--- src/rtl/instruction_memory_ctrl_pkg.sv ---
// rtl/instruction_memory_ctrl_pkg.sv - shared types and address checking for the instruction memory
package imem_pkg;

  typedef enum logic {CLEAR, RUN} state_e;

  localparam logic [1:0] ERR_OK       = 2'b00;
  localparam logic [1:0] ERR_MISALIGN = 2'b01;
  localparam logic [1:0] ERR_RANGE    = 2'b10;

  typedef struct packed {
    logic [63:0] index;
    logic [1:0]  err;
  } addr_chk_t;

  // Range is judged on the full-width word index so high address bits can never alias low words.
  function automatic addr_chk_t check_addr(input logic [63:0] addr, input int byte_log2,
                                           input logic [63:0] depth);
    addr_chk_t   r;
    logic [63:0] mask;
    mask    = (64'd1 << byte_log2) - 64'd1;
    r.index = addr >> byte_log2;
    if (r.index >= depth)
      r.err = ERR_RANGE;
    else if ((addr & mask) != 64'd0)
      r.err = ERR_MISALIGN;
    else
      r.err = ERR_OK;
    return r;
  endfunction

endpackage

--- src/rtl/instruction_memory_ctrl_if.sv ---
// rtl/instruction_memory_ctrl_if.sv - fetch, response and program-load signals of the instruction memory
interface instruction_memory_ctrl_if #(
  parameter int DATA_WIDTH = 32,
  parameter int ADDR_WIDTH = 32
);
  logic                  busy;
  logic                  req_valid;
  logic                  req_ready;
  logic [ADDR_WIDTH-1:0] req_addr;
  logic                  rsp_valid;
  logic                  rsp_ready;
  logic [DATA_WIDTH-1:0] rsp_data;
  logic [ADDR_WIDTH-1:0] rsp_addr;
  logic [1:0]            rsp_err;
  logic                  load_en;
  logic [ADDR_WIDTH-1:0] load_addr;
  logic [DATA_WIDTH-1:0] load_data;
  logic                  load_err;

  modport master (
    input  busy, req_ready, rsp_valid, rsp_data, rsp_addr, rsp_err, load_err,
    output req_valid, req_addr, rsp_ready, load_en, load_addr, load_data
  );

  modport slave (
    output busy, req_ready, rsp_valid, rsp_data, rsp_addr, rsp_err, load_err,
    input  req_valid, req_addr, rsp_ready, load_en, load_addr, load_data
  );
endinterface

--- src/rtl/instruction_memory_ctrl_array.sv ---
// rtl/instruction_memory_ctrl_array.sv - 1W/1R synchronous storage, a read colliding with a write returns old data
module imem_array #(
  parameter int DATA_WIDTH = 32,
  parameter int DEPTH      = 128,
  parameter int IDX_W      = 7
) (
  input  logic                  clk,
  input  logic                  we,
  input  logic [IDX_W-1:0]      waddr,
  input  logic [DATA_WIDTH-1:0] wdata,
  input  logic                  re,
  input  logic [IDX_W-1:0]      raddr,
  output logic [DATA_WIDTH-1:0] rdata
);
  logic [DATA_WIDTH-1:0] mem [DEPTH];

  always_ff @(posedge clk) begin
    if (we)
      mem[waddr] <= wdata;
    if (re)
      rdata <= mem[raddr];
  end
endmodule

--- src/rtl/instruction_memory_ctrl.sv ---
// rtl/instruction_memory_ctrl.sv - instruction memory with clear sequencer, valid/ready fetch and program load
module instruction_memory_ctrl
  import imem_pkg::*;
#(
  parameter int                    DATA_WIDTH = 32,
  parameter int                    ADDR_WIDTH = 32,
  parameter int                    DEPTH      = 128,
  parameter logic [DATA_WIDTH-1:0] FILL_VALUE = '0
) (
  input logic                       clk,
  input logic                       reset,
  instruction_memory_ctrl_if.slave  bus
);
  localparam int               BYTES_LOG2 = $clog2(DATA_WIDTH / 8);
  localparam int               IDX_W      = (DEPTH > 1) ? $clog2(DEPTH) : 1;
  localparam logic [IDX_W-1:0] LAST_IDX   = IDX_W'(DEPTH - 1);

  state_e                state, state_next;
  logic [IDX_W-1:0]      clr_idx;
  addr_chk_t             req_chk, load_chk;
  logic [IDX_W-1:0]      req_idx, load_idx, waddr;
  logic [DATA_WIDTH-1:0] wdata, rd_data;
  logic                  we, ready, busy, load_rej, accept;
  logic                  rsp_valid, load_err;
  logic [ADDR_WIDTH-1:0] rsp_addr;
  logic [1:0]            rsp_err;

  assign req_chk  = check_addr(64'(bus.req_addr), BYTES_LOG2, 64'(DEPTH));
  assign load_chk = check_addr(64'(bus.load_addr), BYTES_LOG2, 64'(DEPTH));
  assign req_idx  = IDX_W'(req_chk.index);
  assign load_idx = IDX_W'(load_chk.index);
  assign accept   = bus.req_valid && ready;

  always_ff @(posedge clk or negedge reset) begin
    if (!reset) begin
      state   <= CLEAR;
      clr_idx <= '0;
    end else begin
      state <= state_next;
      if (state == CLEAR)
        clr_idx <= clr_idx + IDX_W'(1);
    end
  end

  always_comb begin
    state_next = state;
    busy       = 1'b0;
    ready      = 1'b0;
    we         = 1'b0;
    waddr      = clr_idx;
    wdata      = FILL_VALUE;
    load_rej   = 1'b0;
    unique case (state)
      CLEAR: begin
        busy = 1'b1;
        we   = 1'b1;
        if (clr_idx == LAST_IDX)
          state_next = RUN;
      end
      RUN: begin
        ready = !rsp_valid || bus.rsp_ready;
        if (bus.load_en) begin
          if (load_chk.err == ERR_OK) begin
            we    = 1'b1;
            waddr = load_idx;
            wdata = bus.load_data;
          end else begin
            load_rej = 1'b1;
          end
        end
      end
      default: state_next = CLEAR;
    endcase
  end

  always_ff @(posedge clk or negedge reset) begin
    if (!reset) begin
      rsp_valid <= 1'b0;
      rsp_addr  <= '0;
      rsp_err   <= ERR_OK;
      load_err  <= 1'b0;
    end else begin
      load_err <= load_rej;
      if (accept) begin
        rsp_valid <= 1'b1;
        rsp_addr  <= bus.req_addr;
        rsp_err   <= req_chk.err;
      end else if (bus.rsp_ready) begin
        rsp_valid <= 1'b0;
      end
    end
  end

  imem_array #(
    .DATA_WIDTH (DATA_WIDTH),
    .DEPTH      (DEPTH),
    .IDX_W      (IDX_W)
  ) u_array (
    .clk   (clk),
    .we    (we),
    .waddr (waddr),
    .wdata (wdata),
    .re    (accept),
    .raddr (req_idx),
    .rdata (rd_data)
  );

  // The array read register has no reset; rsp_valid masks it so reset reads back zero.
  assign bus.rsp_data  = !rsp_valid ? '0 : ((rsp_err == ERR_OK) ? rd_data : FILL_VALUE);
  assign bus.rsp_valid = rsp_valid;
  assign bus.rsp_addr  = rsp_addr;
  assign bus.rsp_err   = rsp_err;
  assign bus.req_ready = ready;
  assign bus.busy      = busy;
  assign bus.load_err  = load_err;
endmodule
--- src/flat_wrapper.sv ---
// flat-port wrapper written by rule: the top's interface ports become plain ports
module instruction_memory_ctrl_flat import imem_pkg::*;
#(
  parameter int                    DATA_WIDTH = 32,
  parameter int                    ADDR_WIDTH = 32,
  parameter int                    DEPTH      = 128,
  parameter logic [DATA_WIDTH-1:0] FILL_VALUE = '0
)
  (clk, reset, bus_busy, bus_req_ready, bus_rsp_valid, bus_rsp_data, bus_rsp_addr, bus_rsp_err, bus_load_err, bus_req_valid, bus_req_addr, bus_rsp_ready, bus_load_en, bus_load_addr, bus_load_data);
  instruction_memory_ctrl_if #(.DATA_WIDTH(DATA_WIDTH), .ADDR_WIDTH(ADDR_WIDTH)) bus_i ();
  input logic clk;
  input logic reset;
  output wire logic [$bits(bus_i.busy)-1:0] bus_busy;
  output wire logic [$bits(bus_i.req_ready)-1:0] bus_req_ready;
  output wire logic [$bits(bus_i.rsp_valid)-1:0] bus_rsp_valid;
  output wire logic [$bits(bus_i.rsp_data)-1:0] bus_rsp_data;
  output wire logic [$bits(bus_i.rsp_addr)-1:0] bus_rsp_addr;
  output wire logic [$bits(bus_i.rsp_err)-1:0] bus_rsp_err;
  output wire logic [$bits(bus_i.load_err)-1:0] bus_load_err;
  input wire logic [$bits(bus_i.req_valid)-1:0] bus_req_valid;
  input wire logic [$bits(bus_i.req_addr)-1:0] bus_req_addr;
  input wire logic [$bits(bus_i.rsp_ready)-1:0] bus_rsp_ready;
  input wire logic [$bits(bus_i.load_en)-1:0] bus_load_en;
  input wire logic [$bits(bus_i.load_addr)-1:0] bus_load_addr;
  input wire logic [$bits(bus_i.load_data)-1:0] bus_load_data;
  assign bus_busy = bus_i.busy;
  assign bus_req_ready = bus_i.req_ready;
  assign bus_rsp_valid = bus_i.rsp_valid;
  assign bus_rsp_data = bus_i.rsp_data;
  assign bus_rsp_addr = bus_i.rsp_addr;
  assign bus_rsp_err = bus_i.rsp_err;
  assign bus_load_err = bus_i.load_err;
  assign bus_i.req_valid = bus_req_valid;
  assign bus_i.req_addr = bus_req_addr;
  assign bus_i.rsp_ready = bus_rsp_ready;
  assign bus_i.load_en = bus_load_en;
  assign bus_i.load_addr = bus_load_addr;
  assign bus_i.load_data = bus_load_data;
  instruction_memory_ctrl #(.DATA_WIDTH(DATA_WIDTH), .ADDR_WIDTH(ADDR_WIDTH), .DEPTH(DEPTH), .FILL_VALUE(FILL_VALUE)) u_core (.clk(clk), .reset(reset), .bus(bus_i));
endmodule
--- config.mk ---
export PLATFORM = sky130hd
export DESIGN_NAME = instruction_memory_ctrl_flat
export DESIGN_NICKNAME = d
export VERILOG_FILES = /design/src/rtl/instruction_memory_ctrl_pkg.sv /design/src/rtl/instruction_memory_ctrl_if.sv /design/src/rtl/instruction_memory_ctrl_array.sv /design/src/rtl/instruction_memory_ctrl.sv /design/src/flat_wrapper.sv
export SDC_FILE = /design/constraint.sdc
export NUM_CORES = 2
export LEC_CHECK = 0
export CAP_MARGIN = 15
export CELL_PAD_IN_SITES_DETAIL_PLACEMENT = 0
export CELL_PAD_IN_SITES_GLOBAL_PLACEMENT = 1
export CORE_MARGIN = 2
export CORE_UTILIZATION = 40
export DETAILED_ROUTE_END_ITERATION = 8
export PLACE_DENSITY_LB_ADDON = 0.1
export SETUP_SLACK_MARGIN = 0.15
export SKIP_LAST_GASP = 1
export SLEW_MARGIN = 30
export SYNTH_ARGS = -nofsm -noshare
export SYNTH_HDL_FRONTEND = slang
export SYNTH_HIERARCHICAL = 1
export SYNTH_SLANG_ARGS = --single-unit
--- constraint.sdc ---
create_clock -name clk -period 5.2 [get_ports clk]
set_input_delay 1.3 -clock clk [delete_from_list [all_inputs] [get_ports clk]]
set_output_delay 1.3 -clock clk [all_outputs]
set_load 0.01 [all_outputs]
==> metrics.txt <==
Max Fclk around 0.23 GHz; critical path cell sequence nor3b_2 > buf_4 > and2_1 > clkdlybuf4s50_1; slowest stage delay, CP 570 ps; H-tree depth 5; Power, Total 68.5 mW; Top Layer Used met5; Final Routed Wirelength 447 mm; Routed wire per std cell 35.2 um; Hold Path Class input pin to async pin; Worst-path clk slew 60 ps; metal3 WL around 28 mm; CTS Buf Count 443; metal2 WL 210 mm; die area 402000 um2; grt ovf 0; die height between 600 and 700 um; Synth Warn # 6; Final Max Tran Viols 0; Root Buffer clkbuf_16; Avg Inst Size Synth 25.6 um2; clk_skew 80.2 ps; routed vias/inst 5.76; Worst path slowest cell clkdlybuf4s50_1; FP Rows about 230; worst vdd ir 0.303 mV; RSZ-0062 raised after global routing false; met1 WL roughly 200 mm; crit path time final 4430 ps; share of the synthesized area in the top cell type 78.0%; global-route wire length before repair slightly above 600 mm; Slew headroom 32.4%; Critical Path RT 3900 ps; Max FO, Critical Path 32; post-CTS resize count 0; Fin Setup TNS 0 ps; Unique masters post-synth 35; clock tree buffer depth 4; initial core utilization 40.2%; period utilization 85.1%; die width 634 um; crit path launch type register; final hold violation count 0; CTS sink count 4172; largest net degree at the start of global routing 81; Yosys reg bits roughly 4200; number of setup buffers added after CTS 0; Synth area leaders edfxtp_1 (78%), mux4_2 (19%), dfrtp_1 (0.69%); initial antenna violation count 77; status complete, no violations; Lkg Pwr approximately 47 nW; gpl congestion between 0.8 and 0.9; Worst-Margin Slew 1010 ps; GR Util All Layers roughly 22%; hpwl dp 289 mm; Post-Syn Instances between 6000 and 7000; Seq/Total Area, Yosys between 70% and 80%; core area 396000 um2; DRC Markers 0; syn_nets 6302; WP buf/inv 2; DRT iter0 DRCs 8838; DRT Pass-1 Iters 5; CTS tree yes; Max Cap Viol 0; Post-Syn Area 159000 um2; PD cells 362 nW/um2; clk_lat worst skew 1010 ps; critical path endpoint category output pin; critical path class register to output pin; Critical Path AT 3130 ps; synthesis-to-layout area growth 19.1%; IO buf count 170; NumNets Final 7132; number of global-route vias before repair 74100; routed via count 73200; ys async rst share 1.05%; CTS Hold Bufs 0; IO Count 171; Final ANT Viol Nets 0; largest area contributor in the netlist edfxtp_1; Final setup viols 0; r2r setup slk about 1400 ps; EDFF count, synth 4128; layout cells sized above 1 about 37%; dominant synthesized flop cell edfxtp_1; CP delay by family, top buffers and inverters
worst reg2reg max path: stages, from the launching register on:
cell and delay (ps):
dfrtp_1 830, nand3_1 250, nor4_4 290, buf_12 200, mux2_2 400, nor2b_1 180, buf_4 150, nand3_1 280
buf_12 280, nor3_2 270, buf_12 280
final cells by class:
class | instances | area [um2]
flip-flops and latches | 4172 | 125000
diodes | 63 | 158
repair buffers | 712 | 9830
well taps | 5242 | 6560
clock inverters | 277 | 2510
fillers | 31700 | 206000
inverters | 4 | 15.0
clock buffers | 535 | 11500
multi-input cells | 1697 | 33600
through the flow:
stage | area [um2] | cells | util, % | hold WS, ps | setup WS [ps]
after floorplan | 159000 | 6200 | - | 456 | -651
after global placement | 175000 | 11800 | 44.2 | 486 | -236
after detailed placement | 175000 | 11800 | 44.2 | 494 | -43.9
after CTS | 189000 | 12600 | 47.8 | 333 | 643
after global routing | 189000 | 12700 | 47.8 | 378 | 664
final | 189000 | 12700 | 47.8 | 394 | 774
cells in the final DEF, fill, tap and decap left out, types with 7 or more instances in the layout:
| cell | netlist | layout |
|---|---|---|
| buf_16 | 0 | 11 |
| clkinvlp_4 | 0 | 10 |
| nand2_1 | 19 | 16 |
| clkbuf_1 | 187 | 87 |
| nand3_1 | 16 | 11 |
| clkinv_1 | 0 | 123 |
| mux4_2 | 1344 | 1344 |
| nor4_1 | 10 | 10 |
| buf_4 | 3 | 226 |
| dfrtp_1 | 44 | 44 |
| clkbuf_16 | 0 | 448 |
| mux2_2 | 72 | 72 |
| bufinv_16 | 0 | 38 |
| nor2_1 | 126 | 7 |
| edfxtp_1 | 4128 | 4128 |
| nor2_4 | 0 | 119 |
| nor2b_1 | 7 | 7 |
| and2_4 | 0 | 32 |
| clkinv_2 | 0 | 80 |
| buf_12 | 0 | 306 |
| clkdlybuf4s50_1 | 0 | 162 |
| inv_6 | 0 | 9 |
| and2_1 | 56 | 33 |
| diode_2 | 0 | 63 |
worst paths after layout:
path / from / end / cells past startpoint
max: u_core/bus.rsp_err[1]$_DFFE_PN0P_ / bus_rsp_data[21] / 4
min: reset / u_core/bus.rsp_addr[14]$_DFFE_PN0P_ / 1
max reg2reg: u_core/state$_DFF_PN0_ / u_core/u_array/mem[84][19]$_DFFE_PP_ / 10
min reg2reg: u_core/bus.rsp_addr[22]$_DFFE_PN0P_ / u_core/bus.rsp_addr[22]$_DFFE_PN0P_ / 1
max in group asynchronous: reset / u_core/bus.rsp_addr[23]$_DFFE_PN0P_ / 2
min in group clk: u_core/bus.rsp_addr[22]$_DFFE_PN0P_ / u_core/bus.rsp_addr[22]$_DFFE_PN0P_ / 1
per-layer routing:
layer / vias up / GRT usage, %
li1: 29000 / -
met1: 41300 / 33.9
met2: 2460 / 34.5
met3: 442 / 2.97
met4: 6 / 4.84
met5: - / 0
logic make-up after synthesis:
family	Yosys count	share of synthesized area (%)
AOI/OAI and AO/OA	4	0.0165
xor gates and xnor gates	6	0.0331
adders and majority gates	1	0.00787
buffers and inverters	331	0.875
DFF	4172	78.7
muxes	1416	19.6
and+or+nand+nor	270	0.828
Yosys cell counts, types with 2 or more instances:
| master | count |
|---|---|
| edfxtp_1 | 4128 |
| mux4_2 | 1344 |
| clkbuf_1 | 187 |
| nor2_1 | 126 |
| buf_2 | 83 |
| mux2_2 | 72 |
| and2_1 | 56 |
| buf_1 | 50 |
| dfrtp_1 | 44 |
| nand2_1 | 19 |
| nand3_1 | 16 |
| nor3_1 | 11 |
| nor4_1 | 10 |
| and2_2 | 9 |
| nor2b_1 | 7 |
| nand4_1 | 6 |
| inv_1 | 4 |
| xnor2_1 | 4 |
| buf_4 | 3 |
| buf_6 | 3 |
| nand2b_1 | 3 |
| xor2_1 | 2 |
where the power goes:
group	internal (mW)	switching, mW
sequential	36.4	0
combinational	0.621	0.774
clock	17.6	13.1
registers in the layout, summed over array words and instances, names as in the netlist:
signal,count
u_core/u_array/mem,4096
u_core/bus.rsp_addr,32
u_core/u_array/rdata,32
u_core/clr_idx,7
u_core/bus.rsp_err,2
u_core/bus.load_err,1
u_core/bus.rsp_valid,1
u_core/state,1
Power figures use the tool's default switching activity.
